[config.mk]
export PLATFORM = sky130hd
export DESIGN_NAME = uart_rx_led
export DESIGN_NICKNAME = d
export VERILOG_FILES = /design/src/rtl/uart_rx_led.sv
export SDC_FILE = /design/constraint.sdc
export NUM_CORES = 1
export LEC_CHECK = 0
export ABC_AREA = 0
export BUFFER_PORTS_ARGS = -buffer_cell sky130_fd_sc_hd__buf_2
export CORE_MARGIN = 3
export CORE_UTILIZATION = 57
export CTS_CLUSTER_DIAMETER = 100
export DETAILED_ROUTE_END_ITERATION = 10
export PLACE_DENSITY = 0.78
export SLEW_MARGIN = 20
export SYNTH_ARGS = -nofsm -noshare
export SYNTH_HDL_FRONTEND = slang
export SYNTH_SLANG_ARGS = --single-unit
[constraint.sdc]
create_clock -name clk -period 1.88 [get_ports clk]
set_input_delay 0.47 -clock clk [delete_from_list [all_inputs] [get_ports clk]]
set_output_delay 0.47 -clock clk [all_outputs]
set_load 0.05 [all_outputs]
[src/rtl/uart_rx_led.sv]
// UART 8N1 receiver: recovers bytes from rx and presents each good byte with a one-cycle strobe.
// The low nibble of the last good byte is held on led.
//
// state     | meaning
// ----------+--------------------------------------------------------
// IDLE      | line idle, waiting for a falling edge on rx_s
// START     | timing to the middle of the start bit to confirm it
// DATA      | sampling 8 data bits, LSB first, one per bit period
// STOP      | waiting one bit period, then sampling the stop bit
// WAIT_HIGH | framing error seen; wait for the line to return high
module uart_rx_led #(
    parameter int CLKS_PER_BIT = 1042
) (
    input  logic       clk,
    input  logic       rst_n,
    input  logic       rx,
    output logic [7:0] data,
    output logic       data_valid,
    output logic       frame_err,
    output logic [3:0] led,
    output logic       busy
);

    localparam int CNT_W = (CLKS_PER_BIT > 1) ? $clog2(CLKS_PER_BIT) : 1;
    localparam logic [CNT_W-1:0] HALF_CNT = CNT_W'((CLKS_PER_BIT - 1) / 2);
    localparam logic [CNT_W-1:0] LAST_CNT = CNT_W'(CLKS_PER_BIT - 1);

    typedef enum logic [2:0] {
        S_IDLE,
        S_START,
        S_DATA,
        S_STOP,
        S_WAIT_HIGH
    } state_t;

    state_t           state_q, state_d;
    logic [CNT_W-1:0] cnt_q, cnt_d;
    logic [2:0]       idx_q, idx_d;
    logic [7:0]       shreg_q, shreg_d;
    logic [7:0]       data_d;
    logic [3:0]       led_d;
    logic             data_valid_d;
    logic             frame_err_d;
    logic             rx_m;
    logic             rx_s;

    // Two-flop synchronizer; both stages reset to the idle (high) level.
    always_ff @(posedge clk or negedge rst_n) begin
        if (!rst_n) begin
            rx_m <= 1'b1;
            rx_s <= 1'b1;
        end else begin
            rx_m <= rx;
            rx_s <= rx_m;
        end
    end

    always_ff @(posedge clk or negedge rst_n) begin
        if (!rst_n) begin
            state_q    <= S_IDLE;
            cnt_q      <= '0;
            idx_q      <= '0;
            shreg_q    <= '0;
            data       <= '0;
            led        <= '0;
            data_valid <= 1'b0;
            frame_err  <= 1'b0;
        end else begin
            state_q    <= state_d;
            cnt_q      <= cnt_d;
            idx_q      <= idx_d;
            shreg_q    <= shreg_d;
            data       <= data_d;
            led        <= led_d;
            data_valid <= data_valid_d;
            frame_err  <= frame_err_d;
        end
    end

    always_comb begin
        state_d      = state_q;
        cnt_d        = cnt_q + 1'b1;
        idx_d        = idx_q;
        shreg_d      = shreg_q;
        data_d       = data;
        led_d        = led;
        data_valid_d = 1'b0;
        frame_err_d  = 1'b0;

        case (state_q)
            S_IDLE: begin
                cnt_d = '0;
                if (!rx_s) begin
                    state_d = S_START;
                end
            end

            S_START: begin
                if (cnt_q == HALF_CNT) begin
                    cnt_d = '0;
                    if (!rx_s) begin
                        state_d = S_DATA;
                        idx_d   = '0;
                    end else begin
                        state_d = S_IDLE;
                    end
                end
            end

            S_DATA: begin
                if (cnt_q == LAST_CNT) begin
                    cnt_d   = '0;
                    // Right shift: the first bit received settles at bit 0.
                    shreg_d = {rx_s, shreg_q[7:1]};
                    if (idx_q == 3'd7) begin
                        state_d = S_STOP;
                    end else begin
                        idx_d = idx_q + 3'd1;
                    end
                end
            end

            S_STOP: begin
                if (cnt_q == LAST_CNT) begin
                    cnt_d = '0;
                    if (rx_s) begin
                        data_d       = shreg_q;
                        led_d        = shreg_q[3:0];
                        data_valid_d = 1'b1;
                        state_d      = S_IDLE;
                    end else begin
                        frame_err_d = 1'b1;
                        state_d     = S_WAIT_HIGH;
                    end
                end
            end

            S_WAIT_HIGH: begin
                // A held-low line must not be taken as a stream of zero bytes.
                cnt_d = '0;
                if (rx_s) begin
                    state_d = S_IDLE;
                end
            end

            default: begin
                cnt_d   = '0;
                state_d = S_IDLE;
            end
        endcase
    end

    assign busy = (state_q != S_IDLE);

endmodule
After elaboration in Yosys (flattened, before gate mapping)
Cells that the tools add are included. Widths: inputs -> output; s select.

Latch bits: 0. Input port bits: 3. Output and inout port bits: 15. Memories: 0. Register bits: 41. RAM bits: 0. ROM bits: 0.

Add/sub/neg operators: 2. Shifts and indexed selects: 0. Bitwise operators: 0. Reductions and logical operators: 8. Multiplexer cells: 23. Div/mod/pow operators: 0. Order comparisons: 0. Multipliers: 0. Equal/unequal tests: 15.

Operators with widths (count): $mux 3 (11); $mux 11 (2); $pmux 11 s2 (1); $ne 2x2->1 const B (8); $pmux 3 s5 (1); $add 11x1->11 const B (1); $eq 11x10->1 const B (1); $eq 11x11->1 const B (1); $eq 3x2->1 const B (2); $eq 3x3->1 const B (2); $mux 1 (6); $pmux 3 s2 (1); $reduce_and 6->1 (1); $reduce_and 5->1 (1); $add 3x1->3 const B (1); $eq 3x1->1 const B (1); $logic_not 3->1 (1); $reduce_and 3->1 (1); $reduce_bool 3->1 (1); $mux 2 (1); $reduce_and 2->1 (1); $reduce_bool 2->1 (1); $reduce_or 2->1 (1).

Longest topological paths before layout
Gate-level depths: netlist (run 1).

Depth after elaboration: 4. Depth in mapped cells: 7.

Worst setup path before layout (run 1)
No wires, ideal clock.

Path kind: flip-flop to flip-flop. From: register cnt_q[0]. To: register shreg_q[0]. Buffers on the path: 1. Library setup time: 0.125 ns. Clock period less this slack: 1.725 ns. Arrival time: 1.600 ns. Stages on the path, launching flop included: 7. Slack: 0.155 ns. Cells stage by stage: dfrtp_1 ha_1 and3b_2 and4_2 buf_6 nand2_2 mux2_2.

Cells in the longest elaborated chain, start to end: 2.

RTL lines: start, declared (RTL line 37) `logic [CNT_W-1:0] cnt_q, cnt_d;`; start signal, assigned (RTL line 70) `cnt_q <= cnt_d;`; $eq 11x11->1 (RTL line 111) `if (cnt_q == LAST_CNT) begin`; $reduce_and 2->1 (no line); end signal, assigned (RTL line 72) `shreg_q <= shreg_d;`; end, declared (RTL line 39) `logic [7:0] shreg_q, shreg_d;`.

Every way passes these cells. A chain may end at the register's enable or synchronous reset.

Worst setup path in the final report (run 1)
From: register state_q[2]. To: output busy.

Cells in the longest elaborated chain, start to end: 1.

RTL lines: start, declared (RTL line 36) `state_t state_q, state_d;`; start signal, assigned (RTL line 69) `state_q <= state_d;`; $reduce_bool 3->1 (RTL line 153) `assign busy = (state_q != S_IDLE);`; end, declared (RTL line 21) `output logic busy`.

Every way passes these cells.

==> summary.txt, run 1 <==
GRT
------------------------------------------------------------------------------------------------------
Gr ovfl total ...........................................................................            0
Global Route Usage Sum ..................................................................        0.193
Global-route wire length before repair ..................................................      5.11 mm
Antenna violations before repair ........................................................            0
Maximum number of pins on one net before global-route repair ............................           38
Number of global-route vias before repair ...............................................         1109

LAYOUT
------------------------------------------------------------------------------------------------------
Ant. Diodes .............................................................................            0
Commonest cells after routing, fill and taps aside ...................................... 32 x dfrtp_1, 17 x buf_2, 16 x mux2_2, 15 x nor2_1, 13 x buf_4
Net count reported at finish ............................................................          183
Area added between synthesis and finish .................................................        16.7%
Post-route standard cell area excluding fillers .........................................   2010 sq um
Most common cell after layout, fill and taps aside ......................................      dfrtp_1
Fraction of layout instances using a drive strength above 1 .............................        0.398

STA
------------------------------------------------------------------------------------------------------
Max-slew headroom .......................................................................        0.705
Final hold violation count ..............................................................            0
Post-Route Setup TNS ....................................................................         0 ns
Final Critical Period ...................................................................      1.82 ns
Final Cycle Share .......................................................................        0.967
Fin Clk Skew ............................................................................    0.0136 ns
Achievable clock frequency ..............................................................    0.550 GHz
Setup violations, final .................................................................            0
Max-slew violation count ................................................................            0
Transition time at the pin with the least slew margin ...................................     0.443 ns

YOSYS
------------------------------------------------------------------------------------------------------
Yosys warns .............................................................................            0
Flip-flop cell with the highest count after synthesis ...................................      dfrtp_1
Async set-reset flop share out of synthesis .............................................         1.00
Post-synth EDFFs ........................................................................            0
Gate count after technology mapping .....................................................          143
Flip-flop and latch count after synthesis ...............................................           37
Mapped Area .............................................................................   1720 sq um
Fraction of the yosys area taken by sequential cells ....................................        0.540
Number of library cell types mapped by synthesis ........................................           34
Net count of the mapped netlist .........................................................          151
Mean area per synthesized cell ..........................................................   12.0 sq um

POWER
------------------------------------------------------------------------------------------------------
Relative contribution of combinational cells to total power .............................        0.015
Pwr/cell area ...........................................................................  671 nW/um^2
Static power due to leakage .............................................................      1.00 nW
Share of total power consumed by net switching ..........................................        0.197
Clock network fraction of total power ...................................................        0.390
Part of the total power dissipated in sequential elements ...............................        0.595
Pwr Total ...............................................................................      1.35 mW
Worst vdd ir ............................................................................   0.000600 V
Internal power of the cells .............................................................      1.08 mW
Sw Pwr ..................................................................................       265 uW

FLOW RUN
------------------------------------------------------------------------------------------------------
Maximum Capacitance Violations ..........................................................            0

FLOORPLANNING
------------------------------------------------------------------------------------------------------
Die W ................................................................................... 60.9 microns
Vertical extent of the die .............................................................. 60.9 microns
Standard cell core area .................................................................   2810 sq um
Initial cell density of the core ........................................................        0.613
Area of the die .........................................................................   3710 sq um
Number of placement rows ................................................................           19
Num ports ...............................................................................           18

CRITICAL PATH
------------------------------------------------------------------------------------------------------
Data required time at the worst endpoint ................................................      1.41 ns
Critical Path Start ..................................................................... state_q[2]$_DFFE_PN0P_
Type of element capturing the critical path .............................................   output pin
Startpoint type of the worst setup path .................................................    flip-flop
Reg-to-Reg Start ........................................................................ cnt_q[1]$_DFF_PN0_
Startpoint-to-endpoint class of the critical path .......................................      reg2out
Endpoint arrival time on the critical path ..............................................      1.35 ns
Maximum fanout count along the critical path ............................................            6

CTS
------------------------------------------------------------------------------------------------------
Clock transition at the register clock pins on the worst setup and hold paths after CTS .      0.11 ns
CTS H-tree lvls .........................................................................            2
Skew-Pair Late Insertion Delay ..........................................................      0.34 ns
TritonCTS clock tree ....................................................................         done
Cts-stage hold buffer count .............................................................            0
# clock sinks ...........................................................................           37
Cell chosen for the clock root ..........................................................     clkbuf_4
Clock buffers created by TritonCTS ......................................................            5
Maximum buffer depth of the clock tree ..................................................            2

ROUTING
------------------------------------------------------------------------------------------------------
Residual DRC ............................................................................            0
Via count of the routed design ..........................................................         1180
Post-DR vias/cell .......................................................................         5.70
Antenna viol nets, final ................................................................            0
Number of detailed-route iterations in the first pass ...................................            4
Average detailed-routed wire length per instance ........................................ 15.5 microns
Total length of routed wires ............................................................      3.21 mm
Detailed Route Iter0 Violations .........................................................           96

RUN STATUS
------------------------------------------------------------------------------------------------------
Status ..................................................................................    completed

MIN PATH
------------------------------------------------------------------------------------------------------
Worst Hold Class ........................................................................     in2async

PLACEMENT
------------------------------------------------------------------------------------------------------
Placement Cell Area .....................................................................   1850 sq um
HPWL after DPL ..........................................................................      2.10 mm
Final Wtd Congestion ....................................................................        0.823
Count of input and output buffers .......................................................           17

-- synthesized netlist by cell type (all sizes together), types with 2 or more instances --
library cell | instances | area [sq um]
mux2 | 16 | 180
nand3 | 12 | 60.1
nor2b | 3 | 18.8
and2b | 2 | 15.0
or3 | 2 | 12.5
nand2 | 5 | 21.3
nand2b | 2 | 12.5
nor2 | 16 | 67.6
xor2 | 7 | 61.3
buf | 6 | 46.3
dfstp | 2 | 52.6
ha | 5 | 62.6
nand4 | 6 | 37.5
dfrtp | 35 | 876
o221ai | 3 | 26.3
xnor2 | 3 | 26.3
inv | 3 | 11.3
and4 | 4 | 37.5
-- sequential cells by signal (all words and copies together), names as in the netlist --
| register | count |
|---|---|
| cnt_q | 11 |
| data | 8 |
| data_valid | 1 |
| frame_err | 1 |
| idx_q | 3 |
| rx_m | 1 |
| rx_s | 1 |
| shreg_q | 8 |
| state_q | 3 |
-- layout make-up --
type                            instances  area (sq um)
Tap cell                               31          38.8
Clock inverter                          2          35.0
Inverter                                3          11.3
Timing Repair Buffer                   31           194
Clock buffer                            6          41.3
Multi-Input combinational cell         97           756
Fill cell                             209           797
Sequential cell                        37           932
-- worst max-delay path: stages, from the launching register on --
cell and delay (ns):
dfrtp_2 0.45, or3_1 0.37, buf_4 0.19
-- routing by layer --
| metal | GRT usage | up-vias | share of wire |
|---|---|---|---|
| met5 | 0 | - | 0 |
| met4 | 0.0898 | 0 | 0.019 |
| met3 | 0.0511 | 9 | 0.029 |
| met2 | 0.308 | 23 | 0.50 |
| met1 | 0.243 | 580 | 0.45 |
| li1 | - | 568 | - |
-- repair_timing --
action | CTS | global route
resized for setup | 0 | 11
buffers inserted | 0 | 5
setup endpoints to repair | 0 | 21
-- power groups by stage --
stage	clock network [mW]	logic, mW	registers [mW]
2_1_floorplan	0	0.00181	0.816
3_3_place_gp	0	0.0207	0.817
3_5_place_dp	0	0.0210	0.817
4_1_cts	0.544	0.0210	0.802
5_1_grt	0.573	0.0235	0.802
6_report	0.526	0.0199	0.802
-- through the flow --
stage          worst slack (ns)  std cells  hold WS (ns)  utilization
2_1_floorplan             0.155        143         0.174            -
3_3_place_gp              0.116        192         0.347        0.661
3_5_place_dp             0.0424        192         0.347        0.661
4_1_cts                  0.0155        200         0.156        0.688
5_1_grt                 -0.0112        207         0.172        0.716
6_report                 0.0622        207         0.150        0.716
-- cells by family after synthesis --
group                      Yosys count  synth area share
and+or+nand+nor                     57             0.192
DFF                                 37             0.540
muxes                               16             0.105
xor gates and xnor gates            10            0.0509
buffers and inverters               10            0.0356
AOI/OAI and AO/OA                    8            0.0407
adders and majority gates            5            0.0364
-- final timing paths --
path,end,slack [ns],cells after the start
min in group clk,rx_m$_DFF_PN1_,0.22,1
worst max register to register,state_q[0]$_DFFE_PN0P_,0.09,6
worst min register to register,rx_s$_DFF_PN1_,0.36,0
worst min-delay path,data[0]$_DFFE_PN0P_,0.15,2
worst max-delay path,busy,0.06,2
max in group asynchronous,rx_s$_DFF_PN1_,1.38,2
(Power assumes the default switching activity.)
==> run 2: changes to the inputs <==
Settings changed: ABC_AREA 0 to 1, CORE_UTILIZATION 57 to 58, GPL_TIMING_DRIVEN set to 1.
==> summary.txt, run 2 <==
YOSYS
------------------------------------------------------------------------------------------------------
Flip-flop and latch count after synthesis ...............................................           37
Async set-reset flop share out of synthesis .............................................         1.00
Top post-synthesis cells by area ........................................................ dfrtp_1 45%, nand2_1 10%, o21ai_2 7.2%
Area leader, netlist ....................................................................      dfrtp_1
Top-area cell type share of the netlist area ............................................        0.452
Number of library cell types mapped by synthesis ........................................           30
Fraction of the yosys area taken by sequential cells ....................................        0.479
Flip-flop cell with the highest count after synthesis ...................................      dfrtp_1
Mean area per synthesized cell ..........................................................   9.01 sq um
Most used standard cell by instance count after synthesis ...............................      nand2_1
Gate count after technology mapping .....................................................          215
Yosys warns .............................................................................            0
Post-synth EDFFs ........................................................................            0
Mapped Area .............................................................................   1940 sq um
Synth top cells by count ................................................................ 53 x nand2_1, 35 x dfrtp_1, 26 x inv_1, 16 x o21ai_2
Net count of the mapped netlist .........................................................          223

GRT
------------------------------------------------------------------------------------------------------
Gr ovfl total ...........................................................................            0
Global Route Usage Sum ..................................................................        0.181
Antenna violations before repair ........................................................            0
Global-route wire length before repair ..................................................      5.69 mm
Maximum number of pins on one net before global-route repair ............................           20
Number of global-route vias before repair ...............................................         1294

FLOORPLANNING
------------------------------------------------------------------------------------------------------
Vertical extent of the die .............................................................. 63.8 microns
Number of placement rows ................................................................           20
Num ports ...............................................................................           18
Area of the die .........................................................................   4070 sq um
Die W ................................................................................... 63.8 microns
Initial cell density of the core ........................................................        0.619
Standard cell core area .................................................................   3130 sq um

STA
------------------------------------------------------------------------------------------------------
Post-Route Setup TNS ....................................................................         0 ns
Achievable clock frequency ..............................................................    0.583 GHz
Setup violations, final .................................................................            0
Transition time at the pin with the least slew margin ...................................     0.401 ns
Fin Clk Skew ............................................................................    0.0132 ns
Unrepaired setup endpoints after global routing .........................................        false
Final Critical Period ...................................................................      1.71 ns
Final hold violation count ..............................................................            0
Max-slew headroom .......................................................................        0.730
Max-slew violation count ................................................................            0
Final Cycle Share .......................................................................        0.912

CRITICAL PATH
------------------------------------------------------------------------------------------------------
R2R Path End ............................................................................ idx_q[0]$_DFFE_PN0P_
Highest cell delay on the worst timing path .............................................      0.46 ns
Endpoint arrival time on the critical path ..............................................      1.24 ns
CP max-delay cell .......................................................................      dfrtp_1
Setup slack, reg-to-reg .................................................................      0.26 ns
Data required time at the worst endpoint ................................................      1.41 ns
Type of element capturing the critical path .............................................   output pin
Delay-heaviest family, CP ...............................................................   flip-flops
Number of buffers and inverters on the critical path ....................................            1
Total stage count of the critical path ..................................................            3
Startpoint-to-endpoint class of the critical path .......................................      reg2out
Maximum fanout count along the critical path ............................................            5
Reg-to-Reg Start ........................................................................ cnt_q[0]$_DFF_PN0_
Number of cells on the worst reg-to-reg path ............................................           11
Worst-path cell chain ................................................................... nor2_2, nand2_1, buf_2
Startpoint type of the worst setup path .................................................    flip-flop

ROUTING
------------------------------------------------------------------------------------------------------
Post-DR vias/cell .......................................................................         4.98
Antenna viol nets, final ................................................................            0
Via count of the routed design ..........................................................         1393
Detailed Route Iter0 Violations .........................................................           76
Total length of routed wires ............................................................      3.24 mm
Number of detailed-route iterations in the first pass ...................................            4
Average detailed-routed wire length per instance ........................................ 11.6 microns
Residual DRC ............................................................................            0

LAYOUT
------------------------------------------------------------------------------------------------------
Most common cell after layout, fill and taps aside ......................................      nand2_1
Register ranked first by flip-flop count ................................................        cnt_q
Ant. Diodes .............................................................................            0
Commonest cells after routing, fill and taps aside ...................................... 53 x nand2_1, 35 x dfrtp_1, 26 x inv_1, 17 x buf_2, 16 x o21ai_2
Net count reported at finish ............................................................          243
Number of standard cells in the final layout excluding fillers ..........................          280
Fraction of layout instances using a drive strength above 1 .............................        0.267
Area added between synthesis and finish .................................................        9.24%
Post-route standard cell area excluding fillers .........................................   2120 sq um
Largest registers ranked by flip-flop count ............................................. cnt_q: 11 flops, data: 8 flops, shreg_q: 8 flops
Flip-flop count of the largest register, all copies and words added .....................           11

CTS
------------------------------------------------------------------------------------------------------
Post-CTS setup buffer count .............................................................            0
Skew-Pair Late Insertion Delay ..........................................................      0.34 ns
Clock transition at the register clock pins on the worst setup and hold paths after CTS .      0.11 ns
Cts-stage hold buffer count .............................................................            0
TritonCTS clock tree ....................................................................         done
Maximum buffer depth of the clock tree ..................................................            2
# clock sinks ...........................................................................           37
Quantity of gates resized following cts .................................................            0
Clock buffers created by TritonCTS ......................................................            5
CTS H-tree lvls .........................................................................            2
Cell chosen for the clock root ..........................................................     clkbuf_4

PLACEMENT
------------------------------------------------------------------------------------------------------
Placement Cell Area .....................................................................   2040 sq um
Count of input and output buffers .......................................................           17
HPWL after DPL ..........................................................................      2.42 mm
Placed Cells incl. Taps .................................................................          272
Final Wtd Congestion ....................................................................        0.868

POWER
------------------------------------------------------------------------------------------------------
Pwr/cell area ...........................................................................  639 nW/um^2
Worst vdd ir ............................................................................   0.000532 V
Static power due to leakage .............................................................      1.07 nW

MIN PATH
------------------------------------------------------------------------------------------------------
Worst Hold Class ........................................................................     in2async

RUN STATUS
------------------------------------------------------------------------------------------------------
Status ..................................................................................    completed

FLOW RUN
------------------------------------------------------------------------------------------------------
Maximum Capacitance Violations ..........................................................            0

## run 2: cell count changes after synthesis, moves of 5 or more
| cell | delta |
|---|---|
| a21oi_1 | +7 |
| inv_1 | +23 |
| mux2_2 | -16 |
| nand2_1 | +49 |
| nor2_2 | +5 |
| o21ai_2 | +16 |
| xor2_1 | -6 |
## run 2: cell type report
type	count	area (sq um)
Inverter	27	101
Fill cell	251	1010
Clock buffer	6	41.3
Clock inverter	2	35.0
Multi-Input combinational cell	145	855
Tap cell	44	55.1
Sequential cell	37	928
Timing Repair Buffer	19	100
## run 2: worst max-delay path by stage
stage                                 startpoint                   end  slack (ns)
after global routing      state_q[2]$_DFFE_PN0P_                  busy        0.08
after floorplan               cnt_q[1]$_DFF_PN0_   data[6]$_DFFE_PN0P_        0.41
after detailed placement      cnt_q[0]$_DFF_PN0_  idx_q[0]$_DFFE_PN0P_        0.28
final                     state_q[2]$_DFFE_PN0P_                  busy        0.17
after global placement        cnt_q[1]$_DFF_PN0_   data[5]$_DFFE_PN0P_        0.31
after CTS                 state_q[2]$_DFFE_PN0P_                  busy        0.16
## run 2: power breakdown
| part | internal [mW] | leakage (nW) | switching [mW] | total (mW) |
|---|---|---|---|---|
| logic | 0.00564 | 0.537 | 0.0182 | 0.0238 |
| registers | 0.799 | 0.495 | 0.00243 | 0.802 |
| clock network | 0.279 | 0.0422 | 0.249 | 0.527 |
## run 2: cells by family after synthesis
group | count (synthesis) | share of synthesized area
and+or+nand+nor | 106 | 0.276
AOI/OAI and AO/OA | 32 | 0.123
xor gates and xnor gates | 2 | 0.00905
adders and majority gates | 5 | 0.0323
buffers and inverters | 33 | 0.0795
DFF | 37 | 0.479
## run 2: worst reg2reg max path: cells and delay by family (launching register included)
| kind | cells | cell delay (ns) |
|---|---|---|
| flops | 1 | 0.43 |
| simple gates | 8 | 0.75 |
| fa+ha+maj | 1 | 0.16 |
| buf+inv | 2 | 0.18 |
## run 2: metal layers
metal	vias to the layer above	global-route usage	wire, microns
li1	730	-	-
met1	633	0.228	1510
met2	26	0.297	1560
met3	4	0.0527	130
met4	0	0.0620	38
met5	-	0	0
## run 2: per-stage QoR
step,util,power [mW],hold slack (ns),setup WS (ns)
after floorplan,-,0.821,0.174,0.407
after global placement,0.652,0.843,0.346,0.310
after detailed placement,0.652,0.842,0.347,0.276
after CTS,0.676,1.37,0.0485,0.157
after global routing,0.676,1.41,0.0543,0.0752
final,0.676,1.35,0.0411,0.165
==> run 3: changes to the inputs <==
Settings changed: RECOVER_POWER set to 25.
==> summary.txt, run 3 (same netlist as run 2, synthesis figures left out) <==
RUN STATUS
------------------------------------------------------------------------------------------------------
Status ..................................................................................    completed

PLACEMENT
------------------------------------------------------------------------------------------------------
HPWL after DPL ..........................................................................      2.42 mm
Count of input and output buffers .......................................................           17
Worst Setup Slack post-DPL ..............................................................     0.276 ns
Final Wtd Congestion ....................................................................        0.868
Placed Cells incl. Taps .................................................................          272

STA
------------------------------------------------------------------------------------------------------
Post-Route Setup TNS ....................................................................         0 ns
Hold WS .................................................................................     0.233 ns
Unrepaired setup endpoints after global routing .........................................        false
Fin Clk Skew ............................................................................    0.0135 ns
Worst setup margin ......................................................................     0.165 ns
Final hold violation count ..............................................................            0
Max-slew violation count ................................................................            0
Transition time at the pin with the least slew margin ...................................     0.944 ns
Max-slew headroom .......................................................................        0.371
Setup violations, final .................................................................            0
Final Critical Period ...................................................................      1.71 ns
Achievable clock frequency ..............................................................    0.583 GHz
Final Cycle Share .......................................................................        0.912

POWER
------------------------------------------------------------------------------------------------------
Worst vdd ir ............................................................................   0.000531 V
Pwr/cell area ...........................................................................  641 nW/um^2
Part of the total power dissipated in sequential elements ...............................        0.594
Sw Pwr ..................................................................................       269 uW
Clock network fraction of total power ...................................................        0.391
Share of total power consumed by net switching ..........................................        0.199
Relative contribution of combinational cells to total power .............................        0.016
Internal power of the cells .............................................................      1.08 mW
Static power due to leakage .............................................................      1.06 nW

GRT
------------------------------------------------------------------------------------------------------
Global Route Usage Sum ..................................................................        0.181
Global-route wire length before repair ..................................................      5.69 mm
Maximum number of pins on one net before global-route repair ............................           20
Number of global-route vias before repair ...............................................         1294
Antenna violations before repair ........................................................            0
Gr ovfl total ...........................................................................            0

CRITICAL PATH
------------------------------------------------------------------------------------------------------
Worst-path cell chain ................................................................... nor2_2, nand2_1, buf_2
Startpoint-to-endpoint class of the critical path .......................................      reg2out
Data required time at the worst endpoint ................................................      1.41 ns
Number of buffers and inverters on the critical path ....................................            1
Startpoint type of the worst setup path .................................................    flip-flop
Type of element capturing the critical path .............................................   output pin
CP max-delay cell .......................................................................      dfrtp_1
Maximum fanout count along the critical path ............................................            5
Endpoint arrival time on the critical path ..............................................      1.24 ns
Delay-heaviest family, CP ...............................................................   flip-flops
Highest cell delay on the worst timing path .............................................      0.46 ns

CTS
------------------------------------------------------------------------------------------------------
Cell chosen for the clock root ..........................................................     clkbuf_4
Post-CTS setup buffer count .............................................................            0
Quantity of gates resized following cts .................................................            0
Clock transition at the register clock pins on the worst setup and hold paths after CTS .      0.09 ns
Clock buffers created by TritonCTS ......................................................            5
TritonCTS clock tree ....................................................................         done
# clock sinks ...........................................................................           37
Maximum buffer depth of the clock tree ..................................................            2
Cts-stage hold buffer count .............................................................            0
CTS H-tree lvls .........................................................................            2
Skew-Pair Late Insertion Delay ..........................................................      0.34 ns

FLOORPLANNING
------------------------------------------------------------------------------------------------------
Initial cell density of the core ........................................................        0.619
Area of the die .........................................................................   4070 sq um
Num ports ...............................................................................           18
Die W ................................................................................... 63.8 microns
Number of placement rows ................................................................           20
Standard cell core area .................................................................   3130 sq um
Vertical extent of the die .............................................................. 63.8 microns

MIN PATH
------------------------------------------------------------------------------------------------------
Worst Hold Class ........................................................................       in2reg

ROUTING
------------------------------------------------------------------------------------------------------
Number of detailed-route iterations in the first pass ...................................            4
Antenna viol nets, final ................................................................            0
Post-DR vias/cell .......................................................................         5.01
Total length of routed wires ............................................................      3.24 mm
Met1 Wirelength .........................................................................      1.50 mm
Uppermost layer routed ..................................................................         met4
Met2 Routed Length ......................................................................      1.56 mm
Via count of the routed design ..........................................................         1402
Residual DRC ............................................................................            0
Average detailed-routed wire length per instance ........................................ 11.6 microns
Detailed Route Iter0 Violations .........................................................           85
Routed met3 length ......................................................................  133 microns

LAYOUT
------------------------------------------------------------------------------------------------------
Largest registers ranked by flip-flop count ............................................. cnt_q: 11 flops, data: 8 flops, shreg_q: 8 flops
Number of standard cells in the final layout excluding fillers ..........................          280
Commonest cells after routing, fill and taps aside ...................................... 53 x nand2_1, 35 x dfrtp_1, 26 x inv_1, 16 x o21ai_2, 16 x buf_2
Area added between synthesis and finish .................................................        8.79%
Ant. Diodes .............................................................................            0
Flip-flop count of the largest register, all copies and words added .....................           11
Most common cell after layout, fill and taps aside ......................................      nand2_1
Net count reported at finish ............................................................          243
Register ranked first by flip-flop count ................................................        cnt_q
Fraction of layout instances using a drive strength above 1 .............................        0.254

FLOW RUN
------------------------------------------------------------------------------------------------------
Maximum Capacitance Violations ..........................................................            0

==> run 3: changes by cell type in the layout (fill, tap and decap cells not counted) <==
cell and delta:
buf_4 -2, buf_2 -1, clkbuf_1 +3
==> run 3: stage by stage <==
| stage | total power [mW] | util | cell area [sq um] |
|---|---|---|---|
| after floorplan | 0.821 | - | 1940 |
| final | 1.35 | 0.674 | 2110 |
| after CTS | 1.37 | 0.676 | 2120 |
| after global routing | 1.41 | 0.674 | 2110 |
| after detailed placement | 0.842 | 0.652 | 2040 |
| after global placement | 0.843 | 0.652 | 2040 |
==> run 3: final cells by class <==
| type | count | area, sq um |
|---|---|---|
| multi-input cells | 145 | 855 |
| flip-flops and latches | 37 | 928 |
| clock inverters | 2 | 35.0 |
| clock buffers | 6 | 41.3 |
| inverters | 27 | 101 |
| repair buffers | 19 | 91.3 |
| fillers | 254 | 1020 |
| well taps | 44 | 55.1 |
==> run 3: metal layers <==
layer | global-route usage | vias up
li1 | - | 730
met1 | 0.228 | 639
met2 | 0.297 | 29
met3 | 0.0527 | 4
met4 | 0.0620 | 0
met5 | 0 | -
==> run 3: path summary, 6_finish.rpt <==
path / startpoint / endpoint / slack [ns] / depth (start not counted)
max reg2reg: cnt_q[0]$_DFF_PN0_ / idx_q[0]$_DFFE_PN0P_ / 0.26 / 11
min in group asynchronous: rst_n / data[1]$_DFFE_PN0P_ / 0.24 / 1
min: rx / rx_m$_DFF_PN1_ / 0.23 / 1
min reg2reg: rx_m$_DFF_PN1_ / rx_s$_DFF_PN1_ / 0.36 / 0
max: state_q[2]$_DFFE_PN0P_ / busy / 0.17 / 3
max in group asynchronous: rst_n / rx_m$_DFF_PN1_ / 0.66 / 2
==> run 3: power groups by stage <==
stage	clock [mW]	sequential (mW)	combinational [mW]
after global routing	0.578	0.803	0.0264
final	0.528	0.802	0.0216
after CTS	0.538	0.802	0.0252
after global placement	0	0.817	0.0255
after detailed placement	0	0.817	0.0252
after floorplan	0	0.817	0.00401
